$ cat config.mk
export PLATFORM = sky130hd
export DESIGN_NAME = muntjac_mul_arbiter
export DESIGN_NICKNAME = d
export VERILOG_FILES = /design/src/rtl/muntjac_mul_arbiter.sv
export SDC_FILE = /design/constraint.sdc
export NUM_CORES = 1
export LEC_CHECK = 0
export CAP_MARGIN = 10
export CORE_AREA = 2 2 211 213
export DETAILED_ROUTE_END_ITERATION = 6
export DIE_AREA = 0 0 213 215
export GPL_TIMING_DRIVEN = 0
export PLACE_DENSITY = 0.41
export SYNTH_ARGS = -nofsm -noshare
export SYNTH_HDL_FRONTEND = slang
export SYNTH_SLANG_ARGS = --single-unit
$ cat constraint.sdc
create_clock -name clk_i -period 1.4 [get_ports clk_i]
set_input_delay 0.14 -clock clk_i [delete_from_list [all_inputs] [get_ports clk_i]]
set_output_delay 0.14 -clock clk_i [all_outputs]
set_load 0.02 [all_outputs]
$ cat src/rtl/muntjac_mul_arbiter.sv
// muntjac_mul_arbiter: round-robin sharing of one iterative multiplier among NumReq requesters.
// Winner operands pass straight through; the response pulse is steered back to the op's owner.
module muntjac_mul_arbiter #(
    parameter int unsigned NumReq = 2
) (
    input  logic                    clk_i,
    input  logic                    rst_i,
    input  logic [NumReq-1:0]       req_valid_i,
    output logic [NumReq-1:0]       req_ready_o,
    input  logic [NumReq-1:0][63:0] req_a_i,
    input  logic [NumReq-1:0][63:0] req_b_i,
    input  logic [NumReq-1:0][1:0]  req_op_i,
    input  logic [NumReq-1:0]       req_word_i,
    input  logic [NumReq-1:0]       req_kill_i,
    output logic [NumReq-1:0]       resp_valid_o,
    output logic [63:0]             resp_value_o,
    output logic                    mul_req_valid_o,
    input  logic                    mul_req_ready_i,
    output logic [63:0]             mul_a_o,
    output logic [63:0]             mul_b_o,
    output logic [1:0]              mul_op_o,
    output logic                    mul_word_o,
    input  logic                    mul_resp_valid_i,
    input  logic [63:0]             mul_resp_value_i
);

    localparam int unsigned IdxW = $clog2(NumReq);

    typedef enum logic {
        ST_IDLE,
        ST_BUSY
    } state_e;

    state_e          r_state;
    logic [IdxW-1:0] r_rr_ptr;
    logic [IdxW-1:0] r_owner;
    logic            r_killed;

    logic            w_can_issue;
    logic            w_accept;
    logic            w_resp;
    logic            w_found;
    logic [IdxW-1:0] w_winner;

    // Scan starting at the round-robin pointer; the first valid requester wins.
    always_comb begin : p_winner
        int unsigned v_idx;
        v_idx    = '0;
        w_found  = 1'b0;
        w_winner = r_rr_ptr;
        for (int unsigned k = 0; k < NumReq; k++) begin
            v_idx = {{(32-IdxW){1'b0}}, r_rr_ptr} + k;
            if (v_idx >= NumReq) begin
                v_idx = v_idx - NumReq;
            end
            if (!w_found && req_valid_i[IdxW'(v_idx)]) begin
                w_found  = 1'b1;
                w_winner = IdxW'(v_idx);
            end
        end
    end

    // A new op may issue in the same cycle the previous one responds.
    assign w_can_issue = !rst_i && mul_req_ready_i &&
                         ((r_state == ST_IDLE) || ((r_state == ST_BUSY) && mul_resp_valid_i));
    assign mul_req_valid_o = w_can_issue && (|req_valid_i);
    assign w_accept        = mul_req_valid_o && mul_req_ready_i;
    assign w_resp          = !rst_i && (r_state == ST_BUSY) && mul_resp_valid_i;

    assign mul_a_o      = req_a_i[w_winner];
    assign mul_b_o      = req_b_i[w_winner];
    assign mul_op_o     = req_op_i[w_winner];
    assign mul_word_o   = req_word_i[w_winner];
    assign resp_value_o = mul_resp_value_i;

    always_comb begin
        req_ready_o = '0;
        if (mul_req_valid_o && w_found) begin
            req_ready_o[w_winner] = 1'b1;
        end
    end

    // A kill arriving in the response cycle suppresses the pulse without touching r_killed.
    always_comb begin
        resp_valid_o = '0;
        if (w_resp && !r_killed && !req_kill_i[r_owner]) begin
            resp_valid_o[r_owner] = 1'b1;
        end
    end

    always_ff @(posedge clk_i or posedge rst_i) begin
        if (rst_i) begin
            r_state  <= ST_IDLE;
            r_rr_ptr <= '0;
            r_owner  <= '0;
            r_killed <= 1'b0;
        end else if (w_accept) begin
            r_state  <= ST_BUSY;
            r_owner  <= w_winner;
            r_killed <= 1'b0;
            r_rr_ptr <= (w_winner == IdxW'(NumReq - 1)) ? '0 : w_winner + 1'b1;
        end else if (r_state == ST_BUSY) begin
            if (mul_resp_valid_i) begin
                r_state  <= ST_IDLE;
                r_killed <= 1'b0;
            end else if (req_kill_i[r_owner]) begin
                r_killed <= 1'b1;
            end
        end
    end

    // A response with nothing in flight means the multiplier and arbiter lost sync.
    a_no_stray_resp: assert property (@(posedge clk_i) disable iff (rst_i)
        !((r_state == ST_IDLE) && mul_resp_valid_i));

endmodule
==> flow_summary.toml <==
[floorplan]
start_util_pct = 6.11
ioPinCount = 534
core_area_mm2 = 0.0436
rows = 77
die_x_um = 213
die_area_mm2 = 0.0458
die_y_um = 215

[sta]
timing.fmax_ghz = 0.498
slew_headroom_pct = 82.1
tightest_slew_ns = 0.268
fin_ws_ns = -0.608
finalHoldWorstSlack_ns = 0.201
finalSetupTns_ns = -72.99
final-hold-violation-count = 0
period_needed_ns = 2.01
fin_skew_ns = 0.000507
finalCritPeriodShare_pct = 143
finalSetupViolCount = 131
maxSlewViolCount = 0
rsz0062_at_grt = "yes"

[route]
drc_errors = 0
drt_iter0_drc = 37
drt-wirelength-per-cell_um = 13.2
num_vias = 3590
via_per_inst = 2.75
dr.pass1.iters = 4
drt.antenna.violating_nets = 0
drt-total-wl_um = 17300

[worst_setup_path]
cpMaxStageDelayCell = "maj3_4"
critPathLaunchType = "register"
rr_worst_depth = 3
arrival_ns = 1.87
crit_fanout = 10
cp.required_ns = 1.26
r2r-end = "r_killed"
cpPeakStageDelay_ns = 0.43
crit_path_end_kind = "output pin"
rrSetupSlack_ns = 0.32
r2r_start = "r_owner"
worst-setup-path-type = "reg2out"
critical_path.cell_chain = "maj3_4 -> buf_16 -> buf_12 -> mux2_4 -> buf_2"

[final_layout]
nNetsFinal = 1050
regArea_um2 = 100
drive_gt1_share_pct = 50.3
multi_input_area_mm2 = 0.00197
n_fill_cell = 4844
area_growth_pct = 214
n_antenna_cell = 0

[power_and_ir_drop]
powerDensity_mw_per_mm2 = 603
power_switching_share_pct = 37.2
p_leak_nw = 3.62
internal_power_w = 0.00317
pwr-share-seq_pct = 3.2
pwr-share-clk_pct = 8.7
peakVddDrop_v = 0.000330
p_comb_share_pct = 88.1
power_switching_w = 0.00188

[global_routing]
grt_antenna_before_repair = 0
grt_pass1_wl_um = 22700
grt_pass1_vias = 3698
overflow = 0
grt_max_degree = 11
grt_usage_pct = 6.57

[clock_network]
clkLatencyLatePin_ns = 0.22
tritoncts.num_buffers = 3
cts-root-buf = "clkbuf_16"
cts_htree_levels = 1
cts_tree = "built"
clk_transition_reported_paths_ns = 0.03
clockBufferDepth = 2
cts.sinks = 4

[logic_synthesis]
yosys_most_used_dff = "dfrtp_1"
yosysTopAreaCell = "mux2_4"
synth.area.top_cells = "mux2_4, buf_4, mux2_2"
synthTopCellsByCount = "mux2_4, buf_4, mux2_2"
netlist.area_leader.share_pct = 50.7
synth_area_mm2 = 0.00267
synth.net_count = 569
ys_ff_latch = 4
async_reset_ff_share_pct = 100
synthDistinctLibCells = 24
synth_warnings = 0
syn_area_per_cell_um2 = 11.3
seq_area_frac_synth_pct = 3.76
synthCells = 235
yosysMostFrequentCell = "mux2_4"
synth-edff-count = 0

[place]
place_congestion = 0.696
hpwlAfterDp_um = 15300
io_buffer_count = 469

[outcome]
outcome = "finished, violations left"
failed_checks = "negative setup slack"

[worst_hold_path]
hold_path_end = "r_killed"
hold_start = "mul_resp_valid_i"
hold_class = "in2reg"
hold_path_depth = 2

[flow_run]
maxCapViolations = 0
worst max-delay path: cells and delay by family, from the launching register on:
kind	cells	cell delay, ns
multiplexers	1	0.30
flip-flops	1	0.39
adder cells (fa/ha/maj)	1	0.43
buffers and inverters	3	0.52
per-stage QoR:
stage | util (%) | power [W] | worst slack (ns) | area [um^2] | instances
floorplan | - | 0.00230 | -0.100 | 2670 | 235
global placement | 18.6 | 0.00444 | -1.15 | 8100 | 1296
detailed placement | 18.6 | 0.00442 | -1.16 | 8100 | 1296
CTS | 18.8 | 0.00501 | -0.642 | 8220 | 1303
global route | 19.2 | 0.00531 | -0.662 | 8370 | 1306
finish | 19.2 | 0.00505 | -0.608 | 8370 | 1306
placed cells by master (no fill, tap or decap), types with 3 or more instances in the layout:
master           count
clkbuf_2             8
buf_6               82
buf_2               27
mux2_4              92
buf_12               9
dfrtp_1              4
dlymetal6s2s_1       3
mux2_2              40
clkbuf_16            5
buf_4               76
clkdlybuf4s50_1    329
clkdlybuf4s15_2     10
buf_16               3
power by group through the flow:
stage               clock (W)  sequential [W]  combinational (W)
finish               0.000439        0.000160            0.00445
global route         0.000454        0.000164            0.00469
CTS                  0.000445        0.000159            0.00441
detailed placement          0        0.000162            0.00426
global placement            0        0.000162            0.00427
floorplan                   0        0.000155            0.00215
registers in the layout, indices dropped and copies added (netlist names):
signal	count
r_owner	1
r_state	1
r_rr_ptr	1
r_killed	1
cells by family (layout without fill, tap and decap cells):
family	Yosys count	in the layout	share of synthesized area (%)
AND/OR/NAND/NOR	11	11	2.21
multiplexers	133	133	68.8
buffers and inverters	81	560	23.4
AO/OA/AOI/OAI	5	5	1.36
flip-flops	4	4	3.76
adder cells (fa/ha/maj)	1	1	0.423
cell type report:
class | instances | area share, %
sequential | 4 | 1.20
timing repair buffer | 476 | 56.7
inverter | 3 | 0.135
tap | 592 | 8.85
clock buffer | 3 | 0.897
buffer | 78 | 8.76
multi-input combinational | 150 | 23.5
layer usage:
| metal | vias to the layer above | track usage, % | wire (um) |
|---|---|---|---|
| met3 | 2 | 1.65 | 1800 |
| met2 | 239 | 12.6 | 8960 |
| li1 | 1737 | - | - |
| met1 | 1612 | 7.41 | 6500 |
| met4 | 0 | 0.699 | 46 |
| met5 | - | 0 | 0 |
what timing repair did:
item	CTS	global route
gates cloned	2	2
pin swaps	1	1
resized for setup	668	70
endpoints found under the hold margin	0	4
buffers inserted	2	0
setup endpoints to repair	136	136
hold buffers	0	1
worst max path at each step:
| stage | startpoint | end | slack, ns | cells past startpoint |
|---|---|---|---|---|
| after floorplan | r_rr_ptr | mul_a_o[18] | -0.10 | 4 |
| after global placement | req_valid_i[0] | mul_a_o[31] | -1.15 | 7 |
| after detailed placement | req_valid_i[0] | mul_a_o[31] | -1.16 | 7 |
| after CTS | r_rr_ptr | mul_b_o[8] | -0.64 | 5 |
| after global routing | r_rr_ptr | mul_b_o[5] | -0.66 | 5 |
| final | r_rr_ptr | mul_b_o[22] | -0.61 | 5 |
Power figures use the tool's default switching activity.
